===== src/rtl/irom_arbiter_if.sv =====
// Bus bundle between the fetch unit, the secondary read port, the IROM and
// the arbiter that shares the ROM between them.
interface irom_arbiter_if #(
  parameter int XLEN       = 64,
  parameter int ADDR_WIDTH = 12
);
  logic                  IFUReq;
  logic                  IFUStall;
  logic [XLEN-1:0]       IFUAdr;
  logic [XLEN-1:0]       IFURdData;
  logic                  IFUArbStall;
  logic                  LSUReq;
  logic [XLEN-1:0]       LSUAdr;
  logic                  LSUGnt;
  logic                  LSURdValid;
  logic [XLEN-1:0]       LSURdData;
  logic                  ROMce;
  logic [ADDR_WIDTH-1:0] ROMAdr;
  logic [XLEN-1:0]       ROMDout;

  // Arbiter side
  modport slave (
    input  IFUReq, IFUStall, IFUAdr, LSUReq, LSUAdr, ROMDout,
    output IFURdData, IFUArbStall, LSUGnt, LSURdValid, LSURdData, ROMce, ROMAdr
  );

  // Requester / ROM side
  modport master (
    output IFUReq, IFUStall, IFUAdr, LSUReq, LSUAdr, ROMDout,
    input  IFURdData, IFUArbStall, LSUGnt, LSURdValid, LSURdData, ROMce, ROMAdr
  );
endinterface


===== src/rtl/irom_arbiter.sv =====
// Shares a single-port, 1-cycle synchronous IROM between instruction fetch
// (default priority) and a secondary load/debug read port. The LSU gets a
// forced grant after MAX_WAIT consecutive denied cycles. The last fetch word
// is held and replayed so IFURdData only changes after an IFU grant.
module irom_arbiter #(
  parameter int XLEN       = 64,
  parameter int ADDR_WIDTH = 12,
  parameter int MAX_WAIT   = 4
) (
  input  logic           clk,
  input  logic           reset_n,
  irom_arbiter_if.slave  bus
);

  localparam int OFF = $clog2(XLEN / 8);

  typedef enum logic [1:0] {
    OWN_NONE = 2'd0,
    OWN_IFU  = 2'd1,
    OWN_LSU  = 2'd2
  } owner_t;

  owner_t                r_owner;
  owner_t                w_owner_nxt;
  logic [XLEN-1:0]       r_hold;
  logic [7:0]            r_wait_cnt;

  logic                  w_ifu_live;
  logic                  w_forced;
  logic                  w_lsu_win;
  logic                  w_ifu_win;
  logic [ADDR_WIDTH-1:0] w_ifu_wadr;
  logic [ADDR_WIDTH-1:0] w_lsu_wadr;
  logic                  w_unused_adr;

  assign w_ifu_live   = bus.IFUReq & ~bus.IFUStall;
  assign w_forced     = (r_wait_cnt == 8'(MAX_WAIT));
  assign w_lsu_win    = bus.LSUReq & (~w_ifu_live | w_forced);
  assign w_ifu_win    = w_ifu_live & ~w_lsu_win;
  assign w_ifu_wadr   = bus.IFUAdr[ADDR_WIDTH+OFF-1:OFF];
  assign w_lsu_wadr   = bus.LSUAdr[ADDR_WIDTH+OFF-1:OFF];
  // Byte offset and upper address bits are intentionally ignored here.
  assign w_unused_adr = ^{bus.IFUAdr, bus.LSUAdr};

  // Owner state register: remembers who owns the ROM output next cycle.
  always_ff @(posedge clk or negedge reset_n) begin
    if (!reset_n) r_owner <= OWN_NONE;
    else          r_owner <= w_owner_nxt;
  end

  // Next owner is simply this cycle's grant.
  always_comb begin
    w_owner_nxt = OWN_NONE;
    if (w_lsu_win)      w_owner_nxt = OWN_LSU;
    else if (w_ifu_win) w_owner_nxt = OWN_IFU;
  end

  // Grant outputs this cycle and read return for last cycle's owner.
  always_comb begin
    bus.LSUGnt      = 1'b0;
    bus.IFUArbStall = 1'b0;
    bus.ROMce       = 1'b0;
    bus.ROMAdr      = '0;
    bus.LSURdValid  = 1'b0;
    bus.LSURdData   = '0;
    bus.IFURdData   = r_hold;
    // Grant-side outputs are forced low while reset is held.
    if (reset_n) begin
      bus.LSUGnt      = w_lsu_win;
      bus.IFUArbStall = w_lsu_win & w_ifu_live;
      bus.ROMce       = w_lsu_win | w_ifu_win;
      bus.ROMAdr      = w_lsu_win ? w_lsu_wadr : w_ifu_wadr;
    end
    case (r_owner)
      OWN_IFU: bus.IFURdData = bus.ROMDout;
      OWN_LSU: begin
        bus.LSURdValid = 1'b1;
        bus.LSURdData  = bus.ROMDout;
      end
      default: ;
    endcase
  end

  // Capture every fetch word so it can be replayed after an LSU steal.
  always_ff @(posedge clk or negedge reset_n) begin
    if (!reset_n)                r_hold <= '0;
    else if (r_owner == OWN_IFU) r_hold <= bus.ROMDout;
  end

  // Count consecutive denied LSU cycles, saturating at MAX_WAIT.
  always_ff @(posedge clk or negedge reset_n) begin
    if (!reset_n)                         r_wait_cnt <= 8'd0;
    else if (w_lsu_win || !bus.LSUReq)    r_wait_cnt <= 8'd0;
    else if (!w_forced)                   r_wait_cnt <= r_wait_cnt + 8'd1;
  end

endmodule


===== src/flat_wrapper.sv =====
// flat-port wrapper written by rule: the top's interface ports become plain ports
module irom_arbiter_flat 
#(
  parameter int XLEN       = 64,
  parameter int ADDR_WIDTH = 12,
  parameter int MAX_WAIT   = 4
)
  (clk, reset_n, bus_IFUReq, bus_IFUStall, bus_IFUAdr, bus_LSUReq, bus_LSUAdr, bus_ROMDout, bus_IFURdData, bus_IFUArbStall, bus_LSUGnt, bus_LSURdValid, bus_LSURdData, bus_ROMce, bus_ROMAdr);
  irom_arbiter_if #(.XLEN(XLEN), .ADDR_WIDTH(ADDR_WIDTH)) bus_i ();
  input  logic clk;
  input  logic reset_n;
  input wire logic [$bits(bus_i.IFUReq)-1:0] bus_IFUReq;
  input wire logic [$bits(bus_i.IFUStall)-1:0] bus_IFUStall;
  input wire logic [$bits(bus_i.IFUAdr)-1:0] bus_IFUAdr;
  input wire logic [$bits(bus_i.LSUReq)-1:0] bus_LSUReq;
  input wire logic [$bits(bus_i.LSUAdr)-1:0] bus_LSUAdr;
  input wire logic [$bits(bus_i.ROMDout)-1:0] bus_ROMDout;
  output wire logic [$bits(bus_i.IFURdData)-1:0] bus_IFURdData;
  output wire logic [$bits(bus_i.IFUArbStall)-1:0] bus_IFUArbStall;
  output wire logic [$bits(bus_i.LSUGnt)-1:0] bus_LSUGnt;
  output wire logic [$bits(bus_i.LSURdValid)-1:0] bus_LSURdValid;
  output wire logic [$bits(bus_i.LSURdData)-1:0] bus_LSURdData;
  output wire logic [$bits(bus_i.ROMce)-1:0] bus_ROMce;
  output wire logic [$bits(bus_i.ROMAdr)-1:0] bus_ROMAdr;
  assign bus_i.IFUReq = bus_IFUReq;
  assign bus_i.IFUStall = bus_IFUStall;
  assign bus_i.IFUAdr = bus_IFUAdr;
  assign bus_i.LSUReq = bus_LSUReq;
  assign bus_i.LSUAdr = bus_LSUAdr;
  assign bus_i.ROMDout = bus_ROMDout;
  assign bus_IFURdData = bus_i.IFURdData;
  assign bus_IFUArbStall = bus_i.IFUArbStall;
  assign bus_LSUGnt = bus_i.LSUGnt;
  assign bus_LSURdValid = bus_i.LSURdValid;
  assign bus_LSURdData = bus_i.LSURdData;
  assign bus_ROMce = bus_i.ROMce;
  assign bus_ROMAdr = bus_i.ROMAdr;
  irom_arbiter #(.XLEN(XLEN), .ADDR_WIDTH(ADDR_WIDTH), .MAX_WAIT(MAX_WAIT)) u_core (.clk(clk), .reset_n(reset_n), .bus(bus_i));
endmodule

===== config.mk =====
export PLATFORM = sky130hd
export DESIGN_NAME = irom_arbiter_flat
export DESIGN_NICKNAME = d
export VERILOG_FILES = /design/src/rtl/irom_arbiter_if.sv /design/src/rtl/irom_arbiter.sv /design/src/flat_wrapper.sv
export SDC_FILE = /design/constraint.sdc
export NUM_CORES = 1
export LEC_CHECK = 0
export BUFFER_PORTS_ARGS = -buffer_cell sky130_fd_sc_hd__buf_2
export CAP_MARGIN = 40
export CORE_AREA = 10 10 125 127
export DETAILED_ROUTE_END_ITERATION = 10
export DIE_AREA = 0 0 135 137
export GPL_ROUTABILITY_DRIVEN = 0
export PLACE_DENSITY = 0.75
export SYNTH_ARGS = -nofsm -noshare
export SYNTH_HDL_FRONTEND = slang
export SYNTH_SLANG_ARGS = --single-unit

===== constraint.sdc =====
create_clock -name clk -period 1.6 [get_ports clk]
set_input_delay 0.08 -clock clk [delete_from_list [all_inputs] [get_ports clk]]
set_output_delay 0.08 -clock clk [all_outputs]
set_load 0.1 [all_outputs]

Yosys cells after proc, flatten, opt, wreduce, memory -nomap -nowiden
Cells that the tools add are included.
{"block": "word_totals", "out_inout_bits": 144, "wordCells": 31, "latchBits": 0, "register_bits": 74, "n_memories": 0, "ram_bits": 0, "romBits": 0}
{"block": "op_classes", "shift": 0, "reduce_logical": 2, "eq_ne": 4, "n_bitwise": 9, "addsub": 1, "muxes": 12, "order_cmp": 0, "div_mod_pow": 0, "mul": 0}
{"operator": "two-way mux 64 bit", "count": 2}
{"operator": "two-way mux 12 bit", "count": 2}
{"operator": "two-way mux 8 bit", "count": 2}
{"operator": "adder 8 x 1 -> 8 bit, second input constant", "count": 1}
{"operator": "== test 8 x 3 -> 1 bit, second input constant", "count": 1}
{"operator": "two-way mux 1 bit", "count": 5}
{"operator": "AND 1 bit", "count": 4}
{"operator": "inverter 1 bit", "count": 3}
{"operator": "== test 2 x 1 -> 1 bit, second input constant", "count": 1}
{"operator": "== test 2 bit, second input constant", "count": 1}
{"operator": "two-way mux 2 bit", "count": 1}
{"operator": "!= test 2 bit, second input constant", "count": 1}
{"operator": "OR 1 bit", "count": 2}
{"operator": "zero test 1 bit", "count": 1}
{"operator": "logical OR 1 bit", "count": 1}

Depth between registers and ports, before layout
{"block": "logic_depth", "ltp_word": 9, "depth_mapped": 6, "depth_no_buf": 5}

Worst setup path before layout
Ideal clock, no wire load.
{"block": "synth_timing", "kind": "register -> output", "from": "register u_core.r_wait_cnt[5]", "to": "output port bus_ROMAdr[10]", "required_ps": 1520, "path_stages_with_launch": 5, "setup_slack_ps": -1432, "arrival_time_ps": 2952, "cell_sequence": "dfrtp_1 > or4_4 > o2bb2ai_4 > buf_6 > mux2i_1"}
{"block": "synth_via", "elab_chain_cells": 5}
{"element": "start, declared", "line_no": "irom_arbiter.sv:26", "source": "logic [7:0] r_wait_cnt;"}
{"element": "start signal, assigned", "line_no": "irom_arbiter.sv:94", "source": "else if (!w_forced) r_wait_cnt <= r_wait_cnt + 8'd1;"}
{"element": "== test 8 x 3 -> 1 bit", "line_no": "irom_arbiter.sv:37", "source": "assign w_forced = (r_wait_cnt == 8'(MAX_WAIT));"}
{"element": "OR 1 bit", "line_no": "irom_arbiter.sv:38", "source": "assign w_lsu_win = bus.LSUReq & (~w_ifu_live | w_forced);"}
{"element": "AND 1 bit", "line_no": "irom_arbiter.sv:38"}
{"element": "via u_core.w_lsu_win", "line_no": "irom_arbiter.sv:30", "source": "logic w_lsu_win;"}
{"element": "two-way mux 12 bit", "line_no": "irom_arbiter.sv:72", "source": "bus.ROMAdr = w_lsu_win ? w_lsu_wadr : w_ifu_wadr;"}
{"element": "two-way mux 12 bit", "line_no": "irom_arbiter.sv:68", "source": "if (reset_n) begin"}
{"element": "end, declared", "line_no": "flat_wrapper.sv:24", "source": "output wire logic [$bits(bus_i.ROMAdr)-1:0] bus_ROMAdr;"}
The timed path passes the listed nets, and every way through them passes these cells.

Worst setup path after layout
{"block": "layout_timing", "from": "register u_core.r_wait_cnt[5]", "to": "output port bus_ROMAdr[3]"}
{"block": "layout_via", "elab_chain_cells": 5}
{"element": "== test 8 x 3 -> 1 bit", "line_no": "irom_arbiter.sv:37"}
{"element": "OR 1 bit", "line_no": "irom_arbiter.sv:38"}
{"element": "AND 1 bit", "line_no": "irom_arbiter.sv:38"}
{"element": "two-way mux 12 bit", "line_no": "irom_arbiter.sv:72"}
{"element": "two-way mux 12 bit", "line_no": "irom_arbiter.sv:68"}
Every way passes these cells.

==> flow_summary.toml <==
[timing]
tightest_slew_ps = 729
tns_ps = -37820
slew_headroom_pct = 51.4
hold_viol_final = 0
drv_slew = 0
fin_crit_sh_pct = 140
fin_ws_ps = -637
max_freq_mhz = 447
setup_violations = 152
rsz0062_at_grt = "true"
fin_skew_ps = 8.46
fin_crit_ps = 2240

[logic_synthesis]
synth.top_cells.by_area = "dfrtp_1, mux2_2, and2_1, mux2i_1, nand2_1"
ys_seq_elements = 74
synth_area_per_cell_um2 = 11.9
netlist.area_leader.share_pct = 51.8
yosysWarnings = 0
synthDistinctLibCells = 28
synthFlopType = "dfrtp_1"
synth_edf_count = 0
synthCells = 301
netlist_area_um2 = 3580
ys_seq_area_share_pct = 51.8
synth_top_cell_by_area = "dfrtp_1"
syn_nets = 500
postSynth.asyncResetShare_pct = 100

[clock_network]
cts_sinks = 74
clkTransAtPathRegs_ps = 60
cts_tree = "done"
insertion_delay_ps = 340
numCtsBuffers = 9
clockBufferDepth = 2
htree_levels = 3
root_buffer = "clkbuf_16"

[place]
numPortBuffers = 236
placed_cell_area_um2 = 7400
dp_hpwl_mm = 11.9

[global_route]
grt_max_degree = 56
grtUsageMet2_pct = 34.6
grt_util_met3_pct = 7.66
grtUsageTotal_pct = 18.9
grt_pass1_wl_mm = 26.4
use_met1_pct = 19.2
grt-busiest-layer = "met2"
antenna_found_initial = 2
grt_pass1_vias = 4264
grt_remaining_overflow = 0

[critical_path]
r2r_start = "u_core.r_wait_cnt[5]"
crit_required_ps = 1520
setup.worst_path.start_class = "flop"
worst-setup-path-type = "reg -> out"
rr_worst_depth = 5
crit_arrival_ps = 2160
crit_path_end_kind = "output pin"
crit_fanout = 8
crit_path_start = "u_core.r_wait_cnt[5]"

[worst_hold_path]
hold_class = "in -> reg"
holdCritStartpoint = "bus_ROMDout[5]"
holdPathStages = 2

[run_status]
failed_checks = "negative setup slack"
outcome = "finished, violations left"

[pwr]
ir_drop_uv = 654
leakage_nw = 4.13
power.density_nw_per_um2 = 1270

[finish]
fin_util_pct = 68.1
drive_above_1_share_pct = 78.0
areaGrowthSynthToFinish_pct = 149
nFillCells = 848
nets = 802
fin_area_um2 = 8910

[floorplanning]
start_util_pct = 27.3
io-pin-count = 341
core_area_um2 = 13100
die_width_um = 135
die_area_um2 = 18500
fp.dieH_um = 137
rows = 42

[detailed_routing]
route.vias.total = 3583
drt-pass1-iter-count = 4
vias_per_cell = 4.56
detail_route.wl_per_cell_um = 23.1
finalWirelength_mm = 18.1
antenna_left = 0
first_iter_violations = 119
drcViolationCount = 0

[run]
cap_violations = 0
flip-flops by register name, summed over array words and instances (netlist names):
signal             count
u_core.r_hold         64
u_core.r_wait_cnt      8
u_core.r_owner         2
final cells by class:
| type | count | area, µm² | share of cell area, % |
|---|---|---|---|
| flip-flops and latches | 74 | 1850 | 20.8 |
| repair buffers | 310 | 4280 | 48.1 |
| multi-input cells | 205 | 2210 | 24.9 |
| inverters | 3 | 11.3 | 0.126 |
| well taps | 176 | 220 | 2.47 |
| clock buffers | 10 | 229 | 2.57 |
| diodes | 2 | 5.00 | 0.0562 |
| clock inverters | 6 | 90.1 | 1.01 |
synthesized netlist by cell type, types with 2 or more instances:
cell type / n
mux2i_1: 12
mux2_2: 64
dfrtp_1: 74
buf_2: 6
nor2b_1: 3
xor2_1: 2
clkbuf_1: 12
and2_1: 64
a21oi_1: 4
nor2_1: 7
ha_1: 2
nand3_1: 3
nand2_1: 28
o21ai_0: 3
or3_1: 2
inv_1: 3
power breakdown:
group          switching, mW  leakage (nW)  total (mW)  internal, mW
registers              0.113         0.891        2.30          2.19
logic                   4.25          3.09        6.86          2.62
clock network          0.808         0.153        2.18          1.37
total                   5.17          4.13        11.3          6.17
routing by layer:
metal  vias to the layer above  share of wire (%)
met1                      1746                 35
met4                         0                2.2
met3                        25                 10
met2                       201                 53
li1                       1611                  -
met5                         -                  0
layout by cell type (no fill, tap or decap), drive strengths merged, types with 2 or more instances in the layout:
cell type	netlist	layout
inv	3	4
and2	64	64
diode	0	2
buf	7	309
clkinv	0	2
bufinv	0	2
or3	4	4
xor2	2	2
o21ai	3	3
dfrtp	74	74
nand3	3	3
ha	2	2
mux2	64	64
a21oi	4	4
nand2	28	28
mux2i	12	12
nor2b	3	3
nor2	7	7
clkbuf	12	10
per-stage QoR:
step                power [mW]  instances  hold slack (ps)  worst slack, ps
finish                    11.3        786             19.4             -637
global route              11.7        784             20.8             -688
CTS                       11.3        781             10.6             -658
detailed placement        8.25        718            -26.9             -329
global placement          8.15        718            -37.9             -289
floorplan                 6.35        301             -216             -700
critical path: stages, from the launching register on:
cell and delay [ps]:
dfrtp_1 370, or4_4 570, o2bb2ai_4 210, buf_12 200
mux2i_4 260, buf_12 200
worst paths after layout:
check | to | slack (ps)
max | bus_ROMAdr[3] | -640
min | u_core.r_hold[5] | 20
max reg2reg | u_core.r_wait_cnt[5] | -70
min reg2reg | u_core.r_hold[47] | 520
max in group asynchronous | u_core.r_hold[20] | 670
min in group asynchronous | u_core.r_hold[3] | 100
cell families after synthesis:
| family | Yosys count | share of synthesized area [%] |
|---|---|---|
| AO/OA/AOI/OAI | 10 | 2.69 |
| AND/OR/NAND/NOR | 114 | 17.9 |
| XOR/XNOR | 3 | 0.735 |
| buffers and inverters | 22 | 2.73 |
| adder cells (fa/ha/maj) | 2 | 0.699 |
| multiplexers | 76 | 23.5 |
| flip-flops | 74 | 51.8 |
timing repair:
item                                    4_1_cts  5_1_grt
endpoints found under the setup margin      150      156
resized for setup                           206       14
gates cloned                                 13        0
pin swaps                                    64       10
setup buffers                                34       15
endpoints found under the hold margin        19        0
hold buffers                                  1        0
Power figures use the tool's default switching activity.
